==> src/rtl/clk_sel_pkg.sv <==
// Shared types and constants for the glitch-free clock-select controller.
package clk_sel_pkg;

  localparam int CNT_W          = 8;
  localparam int GATE_CYC_DEF   = 4;
  localparam int SETTLE_CYC_DEF = 4;
  localparam int LOCK_CYC_DEF   = 16;

  typedef enum logic [1:0] {
    S_IDLE   = 2'd0,
    S_GATE   = 2'd1,
    S_SETTLE = 2'd2,
    S_LOCK   = 2'd3
  } state_e;

  // A phase of N cycles is counted as N-1 down to 0.
  function automatic logic [CNT_W-1:0] phase_load(input int cyc);
    return CNT_W'(cyc - 1);
  endfunction

endpackage

==> src/rtl/clk_sel_cnt.sv <==
// Loadable 8-bit down-counter with a zero flag; saturates at zero.
module clk_sel_cnt
  import clk_sel_pkg::*;
(
  input  logic             clk,
  input  logic             rst,
  input  logic             load,
  input  logic [CNT_W-1:0] load_val,
  input  logic             dec,
  output logic [CNT_W-1:0] value,
  output logic             zero
);

  always_ff @(posedge clk) begin
    if (rst) begin
      value <= '0;
    end else if (load) begin
      value <= load_val;
    end else if (dec && (value != '0)) begin
      value <= value - 1'b1;
    end
  end

  assign zero = (value == '0);

endmodule

==> src/rtl/clk_sel_ctrl.sv <==
// Clock-select sequencer: gate clk_en, switch clk_ctrl, settle, re-enable.
// Optional post-switch lockout is built when CLK_SEL_CTRL_LOCKOUT_EN is defined.
module clk_sel_ctrl
  import clk_sel_pkg::*;
#(
  parameter int GATE_CYC   = GATE_CYC_DEF,
  parameter int SETTLE_CYC = SETTLE_CYC_DEF,
  parameter int LOCK_CYC   = LOCK_CYC_DEF
) (
  input  logic       clk,
  input  logic       rst,
  input  logic       req,
  input  logic       req_sel,
  output logic       clk_ctrl,
  output logic       clk_en,
  output logic       busy,
  output logic       done,
  output logic       err,
  output logic [1:0] state
);

  localparam logic [1:0] ST_IDLE   = 2'(S_IDLE);
  localparam logic [1:0] ST_GATE   = 2'(S_GATE);
  localparam logic [1:0] ST_SETTLE = 2'(S_SETTLE);
`ifdef CLK_SEL_CTRL_LOCKOUT_EN
  localparam logic [1:0] ST_LOCK   = 2'(S_LOCK);
`endif

  logic             target;
  logic             cnt_load;
  logic             cnt_dec;
  logic [CNT_W-1:0] cnt_load_val;
  logic [CNT_W-1:0] cnt;
  logic             cnt_zero;

  clk_sel_cnt u_cnt (
    .clk      (clk),
    .rst      (rst),
    .load     (cnt_load),
    .load_val (cnt_load_val),
    .dec      (cnt_dec),
    .value    (cnt),
    .zero     (cnt_zero)
  );

  always_comb begin
    cnt_load     = 1'b0;
    cnt_dec      = 1'b0;
    cnt_load_val = '0;
    case (state)
      ST_IDLE: begin
        if (req && (req_sel != clk_ctrl)) begin
          cnt_load     = 1'b1;
          cnt_load_val = phase_load(GATE_CYC);
        end
      end
      ST_GATE: begin
        if (cnt_zero) begin
          cnt_load     = 1'b1;
          cnt_load_val = phase_load(SETTLE_CYC);
        end else begin
          cnt_dec = 1'b1;
        end
      end
      ST_SETTLE: begin
        if (cnt_zero) begin
`ifdef CLK_SEL_CTRL_LOCKOUT_EN
          cnt_load     = 1'b1;
          cnt_load_val = phase_load(LOCK_CYC);
`endif
        end else begin
          cnt_dec = 1'b1;
        end
      end
`ifdef CLK_SEL_CTRL_LOCKOUT_EN
      ST_LOCK: begin
        cnt_dec = !cnt_zero;
      end
`endif
      default: ;
    endcase
  end

  always_ff @(posedge clk) begin
    if (rst) begin
      state    <= ST_IDLE;
      target   <= 1'b0;
      clk_ctrl <= 1'b0;
      clk_en   <= 1'b1;
      busy     <= 1'b0;
      done     <= 1'b0;
      err      <= 1'b0;
    end else begin
      done <= 1'b0;
      err  <= 1'b0;
      case (state)
        ST_IDLE: begin
          if (req) begin
            if (req_sel != clk_ctrl) begin
              target <= req_sel;
              clk_en <= 1'b0;
              busy   <= 1'b1;
              state  <= ST_GATE;
            end else begin
              done <= 1'b1;
            end
          end
        end
        ST_GATE: begin
          err <= req;
          if (cnt_zero) begin
            clk_ctrl <= target;
            state    <= ST_SETTLE;
          end
        end
        ST_SETTLE: begin
          // On the completing edge done takes precedence so done and err stay exclusive.
          err <= req && !cnt_zero;
          if (cnt_zero) begin
            clk_en <= 1'b1;
            done   <= 1'b1;
`ifdef CLK_SEL_CTRL_LOCKOUT_EN
            state  <= ST_LOCK;
`else
            busy   <= 1'b0;
            state  <= ST_IDLE;
`endif
          end
        end
`ifdef CLK_SEL_CTRL_LOCKOUT_EN
        ST_LOCK: begin
          err <= req;
          if (cnt_zero) begin
            busy  <= 1'b0;
            state <= ST_IDLE;
          end
        end
`endif
        default: state <= ST_IDLE;
      endcase
    end
  end

endmodule

==> config.mk <==
export PLATFORM = sky130hd
export DESIGN_NAME = clk_sel_ctrl
export DESIGN_NICKNAME = d
export VERILOG_FILES = /design/src/rtl/clk_sel_pkg.sv /design/src/rtl/clk_sel_cnt.sv /design/src/rtl/clk_sel_ctrl.sv
export SDC_FILE = /design/constraint.sdc
export NUM_CORES = 1
export LEC_CHECK = 0
export ABC_AREA = 1
export CORE_AREA = 3 3 52 54
export DETAILED_ROUTE_END_ITERATION = 12
export DIE_AREA = 0 0 55 57
export GPL_TIMING_DRIVEN = 0
export PLACE_DENSITY = 0.71
export SETUP_SLACK_MARGIN = 0.05
export SYNTH_ARGS = -nofsm -noshare
export SYNTH_HDL_FRONTEND = slang
export SYNTH_SLANG_ARGS = --single-unit
==> constraint.sdc <==
create_clock -name clk -period 1.8 [get_ports clk]
set_input_delay 0.18 -clock clk [delete_from_list [all_inputs] [get_ports clk]]
set_output_delay 0.18 -clock clk [all_outputs]
set_load 0.005 [all_outputs]
==> impl_metrics.tcl <==
set metrics [dict create \
    grt_pass1_wl_um 3310 \
    grt_use_met1_pct 18.8 \
    hpwl_um 1480 \
    dp.cells 185 \
    grt_util_all_layers_pct 14.3 \
    yosys.cell_types.count 20 \
    htreeDepth 1 \
    period_share_pct 86.0 \
    drt_iter0_markers 24 \
    avgRoutedWirePerCell_um 10.1 \
    final.setup.tns_ns 0 \
    slew_violations 0 \
    cp-start-kind "flop" \
    setup_viol 0 \
    numPortBuffers 9 \
    ant_nets 0 \
    grt_pass1_vias 792 \
    max_freq_mhz 646 \
    num_vias 922 \
    grt-ovfl-total 0 \
    ys.warnings.count 0 \
    utilization_pct 51.7 \
    routed_wl_um 1910 \
    period_minus_slack_ns 1.55 \
    dieWidth_um 55 \
    fillers 230 \
    core_area_um2 2250 \
    clockBufferDepth 2 \
    worst_pin_slew_ns 0.417 \
    synthCells 148 \
    worstPathArrival_ns 1.75 \
    drcViolationCount 0 \
    path_class "flop to flop" \
    rows 17 \
    required_ns 2.00 \
    syn-num-nets 158 \
    rsz0062_at_grt "false" \
    fin_nets 172 \
    ys_ff_latch 16 \
    grt-busiest-layer "met2" \
    ys_seq_area_share_pct 32.0 \
    drive_above_1_share_pct 13.0 \
    netlist_area_um2 1000 \
    cp_max_fo 5 \
    r2r_cells 9 \
    clockRootBuffer "clkbuf_4" \
    grt_max_degree 10 \
    place_congestion 0.832 \
    max_cap_viol_count 0 \
    io_pins 11 \
    diodes 0 \
    cts_made_buffers 3 \
    maxSlewHeadroom_pct 72.2 \
    clock_sinks 16 \
    area_growth_pct 16.2 \
    syn_avg_cell_area_um2 6.77 \
    status "completed" \
    fin_skew_ns 0.00317 \
    grtUsageMet2_pct 21.6 \
    antenna_found_initial 0 \
    whs_path_depth 2 \
    cts_tree "done" \
    viasPerCell 4.88 \
    dieHeight_um 57 \
    timing.hold.worst.class "input pin to flop" \
    clkLatencyLatePin_ns 0.30 \
    instances_no_fill 189 \
    grt_use_met3_pct 2.35 \
    die_area_um2 3140 \
    ctsHoldBuffers 0 \
    end_kind "flop" \
    path_clk_slew_ns 0.10 \
    first_pass_iters 4 \
    start_util_pct 44.5 \
    hold_viol_final 0 \
]
path summary, 6_finish.rpt:
kind	startpoint	end	slack (ns)
hold reg to reg	busy	busy	0.47
setup reg to reg	state[1]	u_cnt.value[5]	0.25
hold / removal	rst	u_cnt.value[7]	0.27
setup / recovery	state[1]	u_cnt.value[5]	0.25
metrics by stage:
stage,area [µm²],setup WS (ns),hold slack [ns]
after floorplan,1000,0.398,0.323
after global routing,1160,0.0728,0.284
after global placement,1130,0.293,0.444
final,1160,0.252,0.265
after CTS,1160,0.229,0.265
after detailed placement,1130,0.257,0.460
sequential cells by signal (all words and copies together) (netlist names):
signal / flops
state: 2
clk_en: 1
clk_ctrl: 1
err: 1
target: 1
busy: 1
done: 1
u_cnt.value: 8
worst max-delay path: stages (launching register included):
cell and delay (ns):
dfxtp_1 0.38, inv_1 0.10, ha_1 0.33, inv_1 0.08, nor2_4 0.20, nand2_4 0.09, nor2_1 0.10, nand2_1 0.06
nand2_1 0.06, nor2_1 0.04
cells in the final DEF, fill, tap and decap left out, types with 3 or more instances in the layout:
cell type,n
a21oi_1,11
clkbuf_4,3
clkdlybuf4s50_1,9
dfxtp_1,15
ha_1,6
inv_1,23
nand2_1,44
nand2_4,3
nand3_1,11
nor2_1,16
nor2_4,3
synth_stat cells, drive strengths merged:
cell / n / share of area (%)
nor2: 22 / 13
a21oi: 11 / 5.5
inv: 25 / 9.4
nor3: 1 / 1.0
nor3b: 1 / 1.2
nand3: 11 / 5.5
ha: 6 / 7.5
o211ai: 1 / 0.75
o21ai: 2 / 1.4
nand2: 49 / 21
xor2: 2 / 1.7
clkbuf: 1 / 0.37
dfxtp: 16 / 32
per-layer routing:
layer  vias to the layer above  wire length (µm)
met1                       414               940
li1                        475                 -
met4                         0                46
met2                        27               841
met5                         -                 0
met3                         6                82
logic make-up (layout without fill, tap and decap cells):
kind of cell,Yosys count,in the layout,synth area share (%)
AOI/OAI and AO/OA,14,14,7.62
xor gates and xnor gates,2,2,1.75
adders and majority gates,6,6,7.49
buffers and inverters,26,39,9.74
DFF,16,16,32.0
and+or+nand+nor,84,84,41.4
repair_timing:
| action | in CTS | in global routing |
|---|---|---|
| resized for setup | 0 | 1 |
| endpoints found under the setup margin | 0 | 1 |
| buffers inserted | 0 | 0 |
cell type report:
class,instances,area [µm²],area share [%]
Clock buffer,4,36.3,3.11
Sequential cell,16,322,27.6
Timing Repair Buffer,9,90.1,7.73
Tap cell,28,35.0,3.01
Buffer,1,3.75,0.322
Multi-Input combinational cell,106,584,50.2
Inverter,25,93.8,8.06
Power is not shown: default switching activity piles up to over one toggle a cycle in this logic, so the estimate is an artifact.
